$ cat config.mk
export PLATFORM = sky130hd
export DESIGN_NAME = frame_diff_bin
export DESIGN_NICKNAME = d
export VERILOG_FILES = /design/src/rtl/frame_diff_bin.sv
export SDC_FILE = /design/constraint.sdc
export NUM_CORES = 1
export LEC_CHECK = 0
export CORE_MARGIN = 1.5
export CORE_UTILIZATION = 40
export DETAILED_ROUTE_END_ITERATION = 6
export PLACE_DENSITY = 0.66
export SLEW_MARGIN = 20
export SYNTH_ARGS = -nofsm -noshare
export SYNTH_HDL_FRONTEND = slang
export SYNTH_SLANG_ARGS = --single-unit
$ cat constraint.sdc
create_clock -name clk -period 1.9 [get_ports clk]
set_clock_uncertainty 0.2 [all_clocks]
set_input_delay 0.38 -clock clk [delete_from_list [all_inputs] [get_ports clk]]
set_output_delay 0.38 -clock clk [all_outputs]
set_load 0.05 [all_outputs]
$ cat src/rtl/frame_diff_bin.sv
// -----------------------------------------------------------------------------
// frame_diff_bin
// Two-stage frame-difference binarizer. Stage 1 registers |Y_cur - Y_prev| and
// the sync strobes; stage 2 produces a 1-bit motion pixel. Also tracks whether
// a full previous frame exists, checks line lengths, and (optionally) counts
// motion pixels per frame.
//
// Optional feature macro: MOTION_CNT_EN
//   defined   -> per-frame motion accumulator, motion_cnt / motion_flag live
//   undefined -> motion_cnt tied to 0, motion_flag tied to 0
//
// Ports
//   clk, rst_n              pixel clock, async active-low reset
//   per_frame_vsync/href/clken, per_img_Y   current-frame stream
//   prev_img_Y              previous-frame luma, pixel-aligned
//   post_frame_vsync/href/clken             sync delayed 2 cycles
//   post_img_Y              binary motion pixel (2-cycle latency)
//   prev_valid              a complete previous frame has been seen
//   motion_cnt, motion_flag motion statistics of the last completed frame
//   line_err                sticky: a line had a clken count != IMG_WIDTH
// -----------------------------------------------------------------------------
`default_nettype none

module frame_diff_bin #(
    parameter logic [10:0] IMG_WIDTH   = 11'd640,
    parameter logic [7:0]  DIFF_THRESH = 8'd30,
    parameter logic [19:0] MOTION_MIN  = 20'd200
) (
    input  logic        clk,
    input  logic        rst_n,
    input  logic        per_frame_vsync,
    input  logic        per_frame_href,
    input  logic        per_frame_clken,
    input  logic [7:0]  per_img_Y,
    input  logic [7:0]  prev_img_Y,
    output logic        post_frame_vsync,
    output logic        post_frame_href,
    output logic        post_frame_clken,
    output logic        post_img_Y,
    output logic        prev_valid,
    output logic [19:0] motion_cnt,
    output logic        motion_flag,
    output logic        line_err
);

    localparam int unsigned PIX_W  = 8;
    localparam int unsigned LINE_W = 11;
    localparam int unsigned FCNT_W = 2;

    // Compare-then-subtract: never wraps.
    logic [PIX_W-1:0] w_diff;
    assign w_diff = (per_img_Y >= prev_img_Y) ? PIX_W'(per_img_Y - prev_img_Y)
                                              : PIX_W'(prev_img_Y - per_img_Y);

    logic [PIX_W-1:0] r_diff;
    logic             r_vsync1;
    logic             r_href1;
    logic             r_clken1;

    // Stage 1: difference and sync strobes.
    always_ff @(posedge clk or negedge rst_n) begin
        if (!rst_n) begin
            r_diff   <= '0;
            r_vsync1 <= 1'b0;
            r_href1  <= 1'b0;
            r_clken1 <= 1'b0;
        end else begin
            r_diff   <= w_diff;
            r_vsync1 <= per_frame_vsync;
            r_href1  <= per_frame_href;
            r_clken1 <= per_frame_clken;
        end
    end

    // Stage 2: binarize, gated by a valid previous frame.
    always_ff @(posedge clk or negedge rst_n) begin
        if (!rst_n) begin
            post_frame_vsync <= 1'b0;
            post_frame_href  <= 1'b0;
            post_frame_clken <= 1'b0;
            post_img_Y       <= 1'b0;
        end else begin
            post_frame_vsync <= r_vsync1;
            post_frame_href  <= r_href1;
            post_frame_clken <= r_clken1;
            post_img_Y       <= (r_diff > DIFF_THRESH) && r_clken1 && r_href1 && prev_valid;
        end
    end

    // Edge detects on the input stream, using the stage-1 copies as history.
    logic w_vsync_fall;
    logic w_href_fall;
    assign w_vsync_fall = r_vsync1 & ~per_frame_vsync;
    assign w_href_fall  = r_href1  & ~per_frame_href;

    // Frame counter. A frame only counts if vsync was seen low before it,
    // so a frame interrupted by reset never enables output.
    logic [FCNT_W-1:0] r_frame_cnt;
    logic              r_armed;

    always_ff @(posedge clk or negedge rst_n) begin
        if (!rst_n) begin
            r_frame_cnt <= '0;
            r_armed     <= 1'b0;
            prev_valid  <= 1'b0;
        end else begin
            if (!per_frame_vsync) begin
                r_armed <= 1'b1;
            end
            if (w_vsync_fall && r_armed && (r_frame_cnt != FCNT_W'(2))) begin
                r_frame_cnt <= r_frame_cnt + FCNT_W'(1);
                prev_valid  <= 1'b1;
            end
        end
    end

    // Line-length check: clkens counted while href is high, judged on href fall.
    logic [LINE_W-1:0] r_line_cnt;

    always_ff @(posedge clk or negedge rst_n) begin
        if (!rst_n) begin
            r_line_cnt <= '0;
            line_err   <= 1'b0;
        end else if (w_href_fall) begin
            if (r_line_cnt != IMG_WIDTH) begin
                line_err <= 1'b1;
            end
            r_line_cnt <= '0;
        end else if (per_frame_href && per_frame_clken && (r_line_cnt != {LINE_W{1'b1}})) begin
            r_line_cnt <= r_line_cnt + LINE_W'(1);
        end
    end

`ifdef MOTION_CNT_EN
    localparam int unsigned CNT_W = 20;

    logic             r_post_vsync_d;
    logic [CNT_W-1:0] r_acc;

    // Motion statistics, aligned to the output-side frame.
    always_ff @(posedge clk or negedge rst_n) begin
        if (!rst_n) begin
            r_post_vsync_d <= 1'b0;
            r_acc          <= '0;
            motion_cnt     <= '0;
            motion_flag    <= 1'b0;
        end else begin
            r_post_vsync_d <= post_frame_vsync;
            if (r_post_vsync_d && !post_frame_vsync) begin
                motion_cnt  <= r_acc;
                motion_flag <= (r_acc >= MOTION_MIN);
                r_acc       <= '0;
            end else if (post_frame_vsync && !r_post_vsync_d) begin
                r_acc <= '0;
            end else if (post_frame_clken && post_img_Y && (r_acc != {CNT_W{1'b1}})) begin
                r_acc <= r_acc + CNT_W'(1);
            end
        end
    end
`else
    assign motion_cnt  = 20'd0;
    assign motion_flag = 1'b0;
`endif

endmodule

`default_nettype wire

==> out/metrics.cfg <==
[run_status]
status = finished with violations
violations = negative setup slack

[pwr]
p_total_mw = 1.93
leakagePower_nw = 1.35
vdd_drop_max_mv = 0.334
power_density_mw_per_mm2 = 680

[worst_setup_path]
start_kind = primary input
arrival_ps = 1950
cp.required_ps = 1890
cp-end-kind = flip-flop
criticalPathCategory = primary input to flip-flop
cp_max_fo = 3

[timing]
min_period_ps = 1960
hold_violations = 0
fin_ws_ps = -57.3
min_period_over_period_pct = 103
timing.setup.tns_ps = -248
rsz0062_at_grt = true
slew_viol_final = 0
setup_violations = 6
fmax_mhz = 511

[global_routing]
grt_pass1_vias = 1558
antenna_found_initial = 0
grtUsageTotal_pct = 16.1
grt_pass1_wl_um = 6710
grt_max_degree = 32
gr-total-overflow = 0

[floorplanning]
die_area_mm2 = 0.00554
io_pins = 48
start_util_pct = 42.3
dieWidth_um = 74.4
fp.coreArea_mm2 = 0.00482
dieHeight_um = 74.4
rows = 25

[placement]
port_buffers = 26
hpwl_um = 3020
dpl.cell_count = 334
place_ws_ps = -853
post_dp_cell_area_mm2 = 0.00257
place.gp.congestion = 0.774

[final_layout]
design_area_mm2 = 0.00283
regArea_um2 = 776
area_delta_synth_final_pct = 38.9
fill_cells = 447
final_cell_mix = 43 x buf_4, 31 x dfrtp_1, 21 x conb_1, 18 x nor2_1, 12 x inv_1
final_cells = 349
drive_gt1_share_pct = 37.6
multi_input_comb_area_mm2 = 0.00127
layout.nets = 322
antenna_cells = 0
layout_commonest_cell = buf_4

[hold_path]
hold_class = primary input to flip-flop

[synth]
synth_area_mm2 = 0.00204
synth_seq_area_share_pct = 38.0
avgSynthCellArea_um2 = 9.71
netlist_instances = 210
synth_warnings = 0
synth_seq_cells = 31
ys_types = 36

[cts]
htreeDepth = 2
clock_sinks = 31
cts_tree = built
cts_buffers = 5
insertion_delay_ps = 290
cts-root-buf = clkbuf_8
postCtsHoldBufs = 0
clk_pin_slew_worst_paths_ps = 60
cts.path.max_buffers = 2

[detailed_routing]
avgRoutedWirePerCell_um = 11.9
ant_nets = 0
dr.first_iter.drc_count = 47
drtPass1Iterations = 4
avgViaCountPerCell = 4.68
vias = 1633
drc = 0
drt_wl_total_um = 4170

[job]
drv_cap = 0

[cell type report]
type	count	share of cell area [%]
Timing Repair Buffer	67	18.9
Sequential cell	31	27.4
Tap cell	67	2.96
Clock inverter	3	0.530
Clock buffer	5	2.43
Multi-Input combinational cell	155	44.8
Inverter	21	3.05
[worst max-delay path, cell delays in order]
cell      delay, ps
buf_8           110
inv_4            40
ha_4            180
a21o_1          170
a21o_1          200
a221oi_4        330
buf_6           170
mux2i_2         210
xnor2_1         160
[power breakdown]
part | leakage, nW | total [mW] | switching (mW) | internal, mW
Combinational | 0.922 | 0.644 | 0.354 | 0.290
Sequential | 0.378 | 0.783 | 0.0382 | 0.745
Clock | 0.0477 | 0.499 | 0.249 | 0.250
Total | 1.35 | 1.93 | 0.641 | 1.29
[metrics by stage]
step,utilization [%],hold WS [ps]
final,58.8,83.7
after CTS,57.4,169
after global routing,58.8,88.2
after global placement,53.3,155
after detailed placement,53.3,163
after floorplan,-,-116
[sequential cells by signal (all words and copies together) (netlist names)]
signal / count
r_vsync1: 1
post_frame_vsync: 1
r_diff: 8
r_href1: 1
r_clken1: 1
post_img_Y: 1
r_line_cnt: 11
r_armed: 1
prev_valid: 1
r_frame_cnt: 2
line_err: 1
post_frame_href: 1
post_frame_clken: 1
[routing by layer]
layer	global-route usage [%]	routed length (um)
met5	0	0
met4	7.88	121
met3	4.34	174
met2	26.5	1960
met1	19.6	1910
[path summary, 6_finish.rpt]
kind,from,endpoint,slack (ps),depth (start not counted)
max in group asynchronous,rst_n,r_line_cnt[9],930,2
worst max register to register,r_line_cnt[1],r_line_cnt[2],110,7
worst max-delay path,per_img_Y[5],r_diff[7],-60,9
min in group asynchronous,rst_n,r_vsync1,290,2
worst min-delay path,per_frame_href,r_href1,80,1
worst min register to register,r_clken1,post_frame_clken,170,0
[synth_stat cells]
library cell / instances / area [um^2]
nor3_2: 1 / 10.0
buf_4: 21 / 158
nand4b_1: 1 / 8.76
nor2b_1: 3 / 18.8
buf_6: 1 / 11.3
o31ai_1: 2 / 15.0
o21a_1: 4 / 30.0
and2_1: 2 / 12.5
and3_1: 1 / 6.26
a21oi_1: 8 / 40.0
conb_1: 1 / 3.75
nor2_1: 19 / 71.3
nand3b_1: 1 / 7.51
nand2b_1: 5 / 31.3
dfrtp_1: 31 / 776
a221oi_4: 1 / 26.3
a21oi_4: 1 / 16.3
a21o_1: 4 / 30.0
nand2_1: 10 / 37.5
xnor2_1: 10 / 87.6
inv_1: 21 / 78.8
clkbuf_1: 1 / 3.75
nor4b_1: 1 / 8.76
nor3_1: 4 / 20.0
nor4_1: 3 / 18.8
fa_1: 2 / 40.0
ha_1: 18 / 225
o21ai_0: 5 / 25.0
a211oi_1: 2 / 15.0
xor2_1: 3 / 26.3
and4_1: 1 / 8.76
o211ai_2: 1 / 12.5
nand4_1: 3 / 18.8
nand3_1: 5 / 25.0
a31oi_1: 4 / 25.0
mux2i_1: 9 / 90.1
[kinds of logic (layout without fill, tap and decap cells)]
group	Yosys count	count (layout)	synth area share [%]
DFF	31	31	38.0
AOI/OAI and AO/OA	32	32	11.5
muxes	9	9	4.42
buffers and inverters	44	96	12.3
other	1	21	0.184
and+or+nand+nor	60	60	14.9
xor gates and xnor gates	13	13	5.58
adders and majority gates	20	20	13.0
[what timing repair did]
item                                    in CTS  in global routing
endpoints found under the setup margin      10                 12
buffers inserted                             5                  2
pin swaps                                   16                 11
resized for setup                           86                 17
No activity file was read; power rests on OpenSTA's default activity.
